===== src/rtl/instr_mem_loader.sv =====
// Boot loader: receives a length-prefixed, checksummed byte stream and writes
// it into instruction memory as byte-enabled 32-bit words while holding the core.
module instr_mem_loader #(
   parameter logic [31:0] BASE_ADR  = 32'h0000_0000,
   parameter logic [31:0] MAX_BYTES = 32'h0010_0000
) (
   input  logic        i_clk,
   input  logic        i_rst,
   input  logic        i_start,
   input  logic        i_byte_valid,
   input  logic [7:0]  i_byte,
   output logic        o_byte_ready,
   output logic        o_we,
   output logic [31:0] o_adr,
   output logic [31:0] o_wdata,
   output logic [3:0]  o_be,
   output logic        o_cpu_hold,
   output logic        o_done,
   output logic        o_err,
   output logic [1:0]  o_err_code
);

   typedef enum logic [2:0] {
      ST_IDLE = 3'd0,
      ST_LEN  = 3'd1,
      ST_DATA = 3'd2,
      ST_CSUM = 3'd3,
      ST_DONE = 3'd4,
      ST_ERR  = 3'd5
   } state_t;

   state_t      state_r;
   logic [31:0] cnt_r;
   logic [31:0] len_r;
   logic [7:0]  csum_r;
   logic [31:0] buf_r;
   logic [3:0]  be_r;

   logic        accept_s;
   logic [1:0]  lane_s;
   logic        last_s;
   logic [31:0] full_len_s;
   logic [7:0]  csum_next_s;
   logic [31:0] buf_s;
   logic [3:0]  be_s;

   assign accept_s    = i_byte_valid & o_byte_ready;
   assign lane_s      = cnt_r[1:0];
   assign last_s      = (cnt_r == (len_r - 32'd1));
   // Header arrives LSB first, so shifting in from the top leaves byte 0 at [7:0].
   assign full_len_s  = {i_byte, len_r[31:8]};
   assign csum_next_s = csum_r + i_byte;
   assign be_s        = be_r | (4'b0001 << lane_s);

   // Word buffer with the incoming byte merged into its lane.
   always_comb begin
      buf_s = buf_r;
      case (lane_s)
         2'd0:    buf_s[7:0]   = i_byte;
         2'd1:    buf_s[15:8]  = i_byte;
         2'd2:    buf_s[23:16] = i_byte;
         2'd3:    buf_s[31:24] = i_byte;
         default: buf_s        = buf_r;
      endcase
   end

   // Load sequencer with all outputs registered.
   always_ff @(posedge i_clk) begin
      if (i_rst) begin
         state_r      <= ST_IDLE;
         cnt_r        <= 32'd0;
         len_r        <= 32'd0;
         csum_r       <= 8'd0;
         buf_r        <= 32'd0;
         be_r         <= 4'd0;
         o_byte_ready <= 1'b0;
         o_we         <= 1'b0;
         o_adr        <= 32'd0;
         o_wdata      <= 32'd0;
         o_be         <= 4'd0;
         o_cpu_hold   <= 1'b0;
         o_done       <= 1'b0;
         o_err        <= 1'b0;
         o_err_code   <= 2'd0;
      end else begin
         o_we <= 1'b0;
         case (state_r)
            ST_IDLE, ST_DONE, ST_ERR: begin
               if (i_start) begin
                  state_r      <= ST_LEN;
                  cnt_r        <= 32'd0;
                  len_r        <= 32'd0;
                  csum_r       <= 8'd0;
                  buf_r        <= 32'd0;
                  be_r         <= 4'd0;
                  o_byte_ready <= 1'b1;
                  o_cpu_hold   <= 1'b1;
                  o_done       <= 1'b0;
                  o_err        <= 1'b0;
                  o_err_code   <= 2'd0;
               end
            end
            ST_LEN: begin
               if (accept_s) begin
                  len_r <= full_len_s;
                  if (cnt_r[1:0] == 2'd3) begin
                     cnt_r <= 32'd0;
                     if (full_len_s == 32'd0) begin
                        state_r <= ST_CSUM;
                     end else if (full_len_s > MAX_BYTES) begin
                        state_r      <= ST_ERR;
                        o_byte_ready <= 1'b0;
                        o_err        <= 1'b1;
                        o_err_code   <= 2'd1;
                     end else begin
                        state_r <= ST_DATA;
                     end
                  end else begin
                     cnt_r <= cnt_r + 32'd1;
                  end
               end
            end
            ST_DATA: begin
               if (accept_s) begin
                  csum_r <= csum_next_s;
                  cnt_r  <= cnt_r + 32'd1;
                  if ((lane_s == 2'd3) || last_s) begin
                     o_we    <= 1'b1;
                     o_adr   <= BASE_ADR + {cnt_r[31:2], 2'b00};
                     o_wdata <= buf_s;
                     o_be    <= be_s;
                     buf_r   <= 32'd0;
                     be_r    <= 4'd0;
                  end else begin
                     buf_r <= buf_s;
                     be_r  <= be_s;
                  end
                  if (last_s) begin
                     state_r <= ST_CSUM;
                  end
               end
            end
            ST_CSUM: begin
               if (accept_s) begin
                  o_byte_ready <= 1'b0;
                  if (csum_next_s == 8'd0) begin
                     state_r    <= ST_DONE;
                     o_done     <= 1'b1;
                     o_cpu_hold <= 1'b0;
                  end else begin
                     state_r    <= ST_ERR;
                     o_err      <= 1'b1;
                     o_err_code <= 2'd2;
                  end
               end
            end
            default: begin
               state_r      <= ST_IDLE;
               o_byte_ready <= 1'b0;
            end
         endcase
      end
   end

endmodule


===== config.mk =====
export PLATFORM = sky130hd
export DESIGN_NAME = instr_mem_loader
export DESIGN_NICKNAME = d
export VERILOG_FILES = /design/src/rtl/instr_mem_loader.sv
export SDC_FILE = /design/constraint.sdc
export NUM_CORES = 1
export LEC_CHECK = 0
export ABC_AREA = 1
export ABC_CLOCK_PERIOD_IN_PS = 2650
export CAP_MARGIN = 20
export CORE_MARGIN = 4
export CORE_UTILIZATION = 50
export CTS_CLUSTER_SIZE = 10
export DETAILED_ROUTE_END_ITERATION = 7
export PLACE_DENSITY = 0.71
export SYNTH_ARGS = -nofsm -noshare
export SYNTH_HDL_FRONTEND = slang
export SYNTH_SLANG_ARGS = --single-unit
export TNS_END_PERCENT = 100

===== constraint.sdc =====
create_clock -name i_clk -period 2.65 [get_ports i_clk]
set_input_delay 0.265 -clock i_clk [delete_from_list [all_inputs] [get_ports i_clk]]
set_output_delay 0.265 -clock i_clk [all_outputs]
set_load 0.02 [all_outputs]

==> flow_summary.toml <==
[run_status]
outcome = "finished, final reports clean"

[critical_path]
crit_path_start_kind = "register"
worst_ep_required_time_ns = 3.02
cp.arrival_ns = 2.89
path_max_fanout = 31
critPathKind = "register to register"
endpoint_kind = "register"

[layout]
seq_area_um2 = 3690
signed_area_change_from_the_synthesized_netlist_to_the_final_layout_pct = 20.99
multi_input_area_um2 = 5380
final_nets = 1638
fillCellCount = 1839
post-route-cell-area_um2 = 12100
antennaDiodeCount = 0
layout-drive-gt1-share = 0.08862

[sta]
timing.final.hold_violations = 0
finalWorstPathRequiredPeriod_ns = 2.520
slew-limit-headroom = 0.4381
report.final.setup_viol = 0
rsz0062_at_grt = "true"
timing.final.ws_setup_ns = 0.1298
tightest_slew_ns = 0.8429
finClkSkew_ns = 0.01931
worst_hold_slack_ns = 0.2018
timing.final.max_slew_violations = 0
timing.final.crit_share = 0.9510
fmax_mhz = 396.8

[floorplanning]
num_io_pins = 87
dieHeight_um = 149.4
die_area_um2 = 22330
design.core.area_um2 = 19590
number_of_placement_rows = 51
floorplan.initialDensity = 0.5106
die_x_um = 149.4

[grt]
grt_start_max_net_pins = 76
globalRoute.totalOverflow = 0
number_of_global_route_vias_before_repair = 9264
antenna_found_initial = 0
gr-usage-all-layers = 0.2558
wire_length_of_the_first_global_routing_pass_um = 46370

[worst_hold_path]
hp-class = "input pin to register"

[route]
final_antenna_net_count = 0
routedWlPerCell_um = 15.65
finalWirelength_um = 29580
violation_count_after_the_first_detailed_routing_iteration = 855
firstDrtPassIters = 6
dr_total_vias = 10180
drcViolationCount = 0
via_per_inst = 5.387

[placement]
detailedPlacementHpwl_um = 20350
place_area_um2 = 11120
routability_cong = 0.9621
pre_cts_ws_ns = 0.06913
io_buffers = 84

[logic_synthesis]
seq_total_area_yosys = 0.3682
syn-mean-instance-area_um2 = 6.525
flip_flop_cell_with_the_highest_count_after_synthesis = "sky130_fd_sc_hd__dfxtp_1"
synth_async_sr_flop_share = 0
yosysMostFrequentCell = "sky130_fd_sc_hd__nand2_1"
synth_top_cells_by_area = "sky130_fd_sc_hd__dfxtp_1 (37%), sky130_fd_sc_hd__nand2_1 (14%), sky130_fd_sc_hd__nor2_1 (9.1%)"
netlist_top_cells_count = "sky130_fd_sc_hd__nand2_1 (365), sky130_fd_sc_hd__nor2_1 (242), sky130_fd_sc_hd__dfxtp_1 (184)"
fraction_of_synthesized_cell_area_taken_by_the_top_area_cell_type = 0.3682
netlist_instances = 1533
ys_types = 46
yosys_register_bits = 184
syn_area_um2 = 10000
synthDominantAreaCellType = "sky130_fd_sc_hd__dfxtp_1"
synth-edff-count = 0
synth_warnings = 0

[power]
finalPower_w = 0.007606
power.density_cell_area_nw_per_um2 = 628.4
power.leakage_nw = 4.857
worst_ir_drop_vdd_mv = 0.5420

[clocking]
cts_buffers = 17
ctsLongestPathBuffers = 2
path_clk_slew_ns = 0.08
clk_latency_ns = 0.44
cts_tree = "built"
cts_hold_buf = 0
ctsHtreeMaxLevel = 4
cts_root_buffer = "sky130_fd_sc_hd__clkbuf_16"
clock_sink_count = 184

[flow_run]
timing.max_cap.violations = 0
[sequential cells by signal, indices dropped and copies added (netlist names)]
register	cells
o_wdata	32
csum_r	8
o_adr	30
o_we	1
o_cpu_hold	1
o_be	4
o_byte_ready	1
be_r	4
state_r	3
len_r	32
cnt_r	32
buf_r	32
o_done	1
o_err	1
o_err_code	2
[per-layer routing]
metal	routed length (um)	part of all wire	global-route usage	vias to the layer above
li1	-	-	-	5101
met1	13150	0.44	0.3442	4657
met2	13640	0.46	0.4129	367
met3	1847	0.062	0.04149	57
met4	951	0.032	0.1007	0
met5	0	0	0	-
[placed cells by master (no fill, tap or decap), drive strengths merged, types with 23 or more instances in the layout]
cell,netlist,final
a21oi,146,146
nand3,116,116
buf,34,50
o21ai,54,54
nor2,251,251
nand2,371,372
clkbuf,47,24
inv,164,172
xor2,23,23
clkdlybuf4s50,0,83
o22ai,35,35
dfxtp,184,184
[final timing paths]
path	startpoint	endpoint	slack, ns	cells past startpoint
min reg2reg	be_r[3]	be_r[3]	0.45	2
max	len_r[6]	buf_r[24]	0.13	17
max reg2reg	len_r[6]	buf_r[24]	0.13	17
min	i_rst	cnt_r[10]	0.20	2
[area by class of cell]
cell class / count / area share
Clock buffer: 18 / 0.03629
Inverter: 166 / 0.05190
Multi-Input combinational cell: 1104 / 0.4445
Tap cell: 265 / 0.02740
Clock inverter: 14 / 0.01675
Timing Repair Buffer: 139 / 0.1183
Sequential cell: 184 / 0.3049
[stage by stage]
stage	cells	setup TNS, ns	utilization
2_1_floorplan	1534	0	-
3_3_place_gp	1845	0	0.5675
3_5_place_dp	1845	0	0.5675
4_1_cts	1877	0	0.6002
5_1_grt	1890	-0.1011	0.6178
6_report	1890	0	0.6178
[kinds of logic (layout without fill, tap and decap cells)]
| kind of cell | after synthesis | count (layout) | synth area share |
|---|---|---|---|
| adder cells (fa/ha/maj) | 14 | 14 | 0.01826 |
| AO/OA/AOI/OAI | 254 | 254 | 0.1372 |
| AND/OR/NAND/NOR | 793 | 794 | 0.3310 |
| XOR/XNOR | 40 | 40 | 0.03640 |
| other | 1 | 2 | 0.0003749 |
| flip-flops | 184 | 184 | 0.3682 |
| buffers and inverters | 247 | 337 | 0.1086 |
[worst max-delay path: stages, from the launching register on]
cell and delay (ns):
sky130_fd_sc_hd__dfxtp_2 0.36, sky130_fd_sc_hd__nor2_2 0.13, sky130_fd_sc_hd__nand2_1 0.12, sky130_fd_sc_hd__nor2_4 0.24, sky130_fd_sc_hd__buf_4 0.16, sky130_fd_sc_hd__clkbuf_16 0.12, sky130_fd_sc_hd__nand3_1 0.07, sky130_fd_sc_hd__nand2_1 0.07
sky130_fd_sc_hd__nand3_1 0.08, sky130_fd_sc_hd__nand2_1 0.07, sky130_fd_sc_hd__inv_1 0.04, sky130_fd_sc_hd__nand2_1 0.11, sky130_fd_sc_hd__nor2_4 0.05, sky130_fd_sc_hd__nand3_4 0.12, sky130_fd_sc_hd__nand2_4 0.12, sky130_fd_sc_hd__inv_6 0.23
sky130_fd_sc_hd__nand2_1 0.17, sky130_fd_sc_hd__a21oi_1 0.18
[timing repair]
action / CTS / global route
endpoints found under the setup margin: 0 / 105
buffers inserted: 0 / 6
resized for setup: 0 / 41
[power by group]
part           internal, W  switching (W)  leakage (nW)
clock network      0.00148        0.00127         0.313
logic             0.000553        0.00140          3.06
registers          0.00284      0.0000686          1.49
Note: power is estimated with default switching activity, not from simulation.
